## config.mk

```make
export PLATFORM = sky130hd
export DESIGN_NAME = add_sub_serial
export DESIGN_NICKNAME = d
export VERILOG_FILES = /design/src/rtl/add_sub_serial.sv
export SDC_FILE = /design/constraint.sdc
export NUM_CORES = 1
export LEC_CHECK = 0
export ABC_AREA = 0
export CORE_AREA = 5 5 68 70
export DETAILED_ROUTE_END_ITERATION = 8
export DIE_AREA = 0 0 73 75
export PLACE_DENSITY = 0.73
export SYNTH_ARGS = -nofsm -noshare
export SYNTH_HDL_FRONTEND = slang
export SYNTH_SLANG_ARGS = --single-unit
```

## constraint.sdc

```tcl
create_clock -name clk -period 1.5 [get_ports clk]
set_input_delay 0.15 -clock clk [delete_from_list [all_inputs] [get_ports clk]]
set_output_delay 0.15 -clock clk [all_outputs]
set_load 0.05 [all_outputs]
```

## src/rtl/add_sub_serial.sv

```systemverilog
// ---------------------------------------------------------------------------
// add_sub_serial
//   Digit-serial adder/subtractor. Operands are captured in IDLE, then
//   WIDTH/DIGIT ADD cycles each add one DIGIT-bit slice, LSB slice first. The
//   result is held in DONE until the consumer takes it.
//   Subtraction is A + ~B + 1: B is inverted at capture and the carry starts
//   at 1.
//
// Parameters
//   WIDTH  operand/result width; must be a multiple of DIGIT
//   DIGIT  bits processed per ADD cycle (1..WIDTH)
//
// Ports
//   clk        clock, all state updates on posedge
//   rst        synchronous active-high reset
//   in_valid   a/b/sub are valid
//   in_ready   operands can be accepted (IDLE only)
//   a, b       operands
//   sub        0: a+b, 1: a-b
//   out        result, valid while out_valid is high
//   carry_out  add: carry out of MSB; sub: 1 means no borrow (a >= b)
//   overflow   signed two's-complement overflow
//   out_valid  result available
//   out_ready  consumer takes the result
//   busy       operation in progress or result pending (ADD or DONE)
// ---------------------------------------------------------------------------
module add_sub_serial #(
  parameter int WIDTH = 8,
  parameter int DIGIT = 1
) (
  input  logic             clk,
  input  logic             rst,
  input  logic             in_valid,
  output logic             in_ready,
  input  logic [WIDTH-1:0] a,
  input  logic [WIDTH-1:0] b,
  input  logic             sub,
  output logic [WIDTH-1:0] out,
  output logic             carry_out,
  output logic             overflow,
  output logic             out_valid,
  input  logic             out_ready,
  output logic             busy
);

  localparam int N  = WIDTH / DIGIT;
  localparam int CW = (N > 1) ? $clog2(N) : 1;

  typedef enum logic [1:0] {
    IDLE = 2'd0,
    ADD  = 2'd1,
    DONE = 2'd2
  } state_t;

  state_t              state;
  state_t              state_nxt;
  logic [CW-1:0]       count;
  logic [WIDTH-1:0]    a_reg;
  logic [WIDTH-1:0]    b_reg;
  logic                carry;
  logic                sign_a;
  logic                sign_b;

  logic [WIDTH-1:0]       b_eff;
  logic [DIGIT:0]         digit_sum;
  logic [WIDTH+DIGIT-1:0] out_shift;
  logic                   last;

  // Operand B as it enters the adder: inverted for subtraction.
  assign b_eff = sub ? ~b : b;

  // One digit slice plus incoming carry; the top bit is the carry out.
  assign digit_sum = {1'b0, a_reg[DIGIT-1:0]} + {1'b0, b_reg[DIGIT-1:0]}
                   + {{DIGIT{1'b0}}, carry};

  // New sum digit enters at the MSB end; written as a concatenate-and-shift
  // so that DIGIT == WIDTH needs no special case.
  assign out_shift = {digit_sum[DIGIT-1:0], out} >> DIGIT;

  assign last     = (count == CW'(N - 1));
  assign in_ready = (state == IDLE);
  assign busy     = (state == ADD) || (state == DONE);

  // State register.
  // NOTE: clocked state uses non-blocking assignments so every register
  // samples pre-edge values, independent of block ordering.
  always_ff @(posedge clk) begin
    if (rst) state <= IDLE;
    else     state <= state_nxt;
  end

  // Next-state logic.
  // NOTE: state_nxt gets a default before the case so no path leaves it
  // unassigned, which would infer a latch.
  always_comb begin
    state_nxt = state;
    case (state)
      IDLE:    if (in_valid)  state_nxt = ADD;
      ADD:     if (last)      state_nxt = DONE;
      DONE:    if (out_ready) state_nxt = IDLE;
      default:                state_nxt = IDLE;
    endcase
  end

  // Datapath and registered outputs.
  always_ff @(posedge clk) begin
    if (rst) begin
      count     <= '0;
      a_reg     <= '0;
      b_reg     <= '0;
      carry     <= 1'b0;
      sign_a    <= 1'b0;
      sign_b    <= 1'b0;
      out       <= '0;
      carry_out <= 1'b0;
      overflow  <= 1'b0;
      out_valid <= 1'b0;
    end else begin
      case (state)
        IDLE: begin
          if (in_valid) begin
            a_reg  <= a;
            b_reg  <= b_eff;
            carry  <= sub;
            count  <= '0;
            sign_a <= a[WIDTH-1];
            sign_b <= b_eff[WIDTH-1];
          end
        end
        ADD: begin
          out   <= out_shift[WIDTH-1:0];
          a_reg <= a_reg >> DIGIT;
          b_reg <= b_reg >> DIGIT;
          carry <= digit_sum[DIGIT];
          count <= count + CW'(1);
          if (last) begin
            out_valid <= 1'b1;
            carry_out <= digit_sum[DIGIT];
            // On the last digit, digit_sum[DIGIT-1] is the result MSB.
            overflow  <= (sign_a == sign_b) && (digit_sum[DIGIT-1] != sign_a);
          end
        end
        DONE: begin
          if (out_ready) out_valid <= 1'b0;
        end
        default: begin
          out_valid <= 1'b0;
        end
      endcase
    end
  end

endmodule

```

==> results_dict.tcl <==
set metrics [dict create \
    outcome "complete, no violations" \
    via_per_inst 5.04 \
    netlist_area_um2 1750 \
    initial_core_util_pct 44.6 \
    htreeDepth 2 \
    grt_first_pass_wirelength_um 5940 \
    drv_slew 0 \
    synth_nets 208 \
    diodes 0 \
    rsz0062_at_grt "true" \
    worst-path-max-fanout 9 \
    cts_tree "done" \
    fin_nets 249 \
    route.vias.total 1375 \
    dp_cells 264 \
    clock_latency_ns 0.29 \
    regToRegSetupSlack_ns 0.06 \
    wl_um 3620 \
    vdd_drop_max_mv 0.638 \
    leakage_nw 0.915 \
    crit_slowest_cell "dfxtp_2" \
    criticalPathCategory "register to register" \
    core_um2 3910 \
    reg2reg_from "state[1]$_SDFFE_PP0P_" \
    setup.worst_path.start "state[1]$_SDFFE_PP0P_" \
    pwr_density_cell_nw_per_um2 1120 \
    grt_max_degree 24 \
    numPortBuffers 33 \
    post-route-period-util_pct 95.9 \
    dr.pass1.iters 4 \
    routedWlPerCell_um 13.2 \
    arrival_ns 1.62 \
    std_cell_rows 23 \
    crit_buf_inv 3 \
    synth-seq-area-share_pct 40.1 \
    fmax_ghz 0.695 \
    holdBufCountCts 0 \
    instances_no_fill 273 \
    slowest_delay_ns 0.33 \
    cts_root_buffer "clkbuf_8" \
    place_hpwl_um 2680 \
    yosys_warnings 0 \
    final_area_um2 2300 \
    finalHoldViolCount 0 \
    layout_commonest_cell "dfxtp_1" \
    drv_cap 0 \
    die_area_um2 5480 \
    start_kind "register" \
    ys_types 32 \
    drt_iter0_drc 46 \
    yosysTopAreaCell "dfxtp_1" \
    finalCriticalPeriod_ns 1.44 \
    globalplace.congestion 0.839 \
    netlist.area_leader.share_pct 40.1 \
    cts_sinks 35 \
    grt_pass1_vias 1345 \
    maxSlewHeadroom_pct 75.1 \
    antenna_left 0 \
    post_dp_cell_area_um2 2140 \
    die_w_um 73 \
    cts_made_buffers 5 \
    path_common_cell "buf_4" \
    ys_top_cells_by_area "dfxtp_1 40%, mux2i_1 9.2%, a211oi_2 5.7%" \
    skew_ns 0.00403 \
    clk_path_buf_depth 2 \
    drive_gt1_share_pct 23.3 \
    drt_drc_violations_left 0 \
    min_path_type "register to register" \
    required_ns 1.68 \
    overflow 0 \
    fp.dieH_um 75 \
    clk_pin_slew_ns 0.07 \
    crit_chain "inv_1 > ha_2 > buf_4 > buf_4 > mux2i_1 > nor2_1" \
    pin_count 34 \
    avgSynthCellArea_um2 9.65 \
    ys_ff_latch 35 \
    syn_inst 181 \
    holdCritStartpoint "b_reg[4]$_SDFFE_PP0P_" \
    end_kind "register" \
    cp_top_family "buffers and inverters" \
    layout_common_cells "34 x dfxtp_1, 26 x buf_4, 20 x nor2_1, 20 x clkdlybuf4s50_1, 16 x mux2i_1" \
    finalSetupViolations 0 \
    area_delta_synth_final_pct 31.7 \
    track_usage_pct 14.1 \
    worstMarginPinSlew_ns 0.366 \
    antenna_found_initial 0 \
]
-- kinds of logic (layout without fill, tap and decap cells) --
| kind of cell | after synthesis | in the layout | share of synthesized area (%) |
|---|---|---|---|
| fa+ha+maj | 6 | 6 | 4.73 |
| xor+xnor | 8 | 8 | 4.01 |
| flops | 35 | 35 | 40.1 |
| mux | 18 | 18 | 11.3 |
| buf+inv | 19 | 61 | 7.45 |
| simple gates | 57 | 57 | 15.4 |
| compound gates | 38 | 38 | 17.0 |
-- power breakdown --
part / internal [W] / switching, W / leakage (nW)
combinational: 0.000270 / 0.000275 / 0.563
clock: 0.000664 / 0.000342 / 0.0654
sequential: 0.000993 / 0.0000382 / 0.287
total: 0.00193 / 0.000655 / 0.915
-- cell usage after synthesis, drive strengths merged --
cell and number:
nand2 14, o211ai 8, xor2 8, ha 5, a31oi 1, mux2 1
nand3 2, and3b 1, o41ai 1, mux2i 17, dfxtp 35, nor2b 3
nand3b 1, a21oi 14, fa 1, buf 11, nor2 20, clkbuf 3
and3 1, a211oi 8, nand2b 9, inv 5, o311a 1, o31ai 2
o32ai 1, nand4 1, nor3b 1, a32oi 2, nor3 4
-- worst paths after layout --
kind / endpoint / cells after the start
worst max-delay path: out[2]$_SDFFE_PP0P_ / 6
worst min-delay path: b_reg[4]$_SDFFE_PP0P_ / 2
worst max register to register: out[2]$_SDFFE_PP0P_ / 6
worst min register to register: b_reg[4]$_SDFFE_PP0P_ / 2
-- worst min-delay path: cells and delay by family, from the launching register on --
kind,cells,cell delay [ns]
flops,1,0.31
simple gates,1,0.05
compound gates,1,0.05
-- per-stage QoR --
step                      TNS (ns)  total power (W)  worst slack [ns]  hold WS, ns  util, %
after global routing        -0.342          0.00269           -0.0396        0.475     58.8
after CTS                        0          0.00259            0.0470        0.450     58.1
after global placement           0          0.00157            0.0998        0.433     54.7
after floorplan                  0          0.00144            0.0312        0.360        -
final                            0          0.00258            0.0615        0.449     58.8
after detailed placement         0          0.00158            0.0720        0.441     54.7
-- cell type report --
class	count	area, um^2
repair buffers	48	435
flip-flops and latches	35	702
fillers	361	1610
inverters	5	18.8
well taps	50	62.6
clock buffers	6	72.6
clock inverters	2	60.1
multi-input cells	127	948
-- routing by layer --
layer	global-route usage, %	wire (um)
met3	4.27	213
met1	17.7	1700
met2	21.6	1620
met4	7.99	75
met5	0	0
-- what timing repair did --
| action | 4_1_cts | 5_1_grt |
|---|---|---|
| gates resized for setup | 0 | 5 |
| setup endpoints to repair | 0 | 22 |
| buffers inserted | 0 | 1 |
| endpoints found under the hold margin | 0 | 0 |
(Power assumes the default switching activity.)
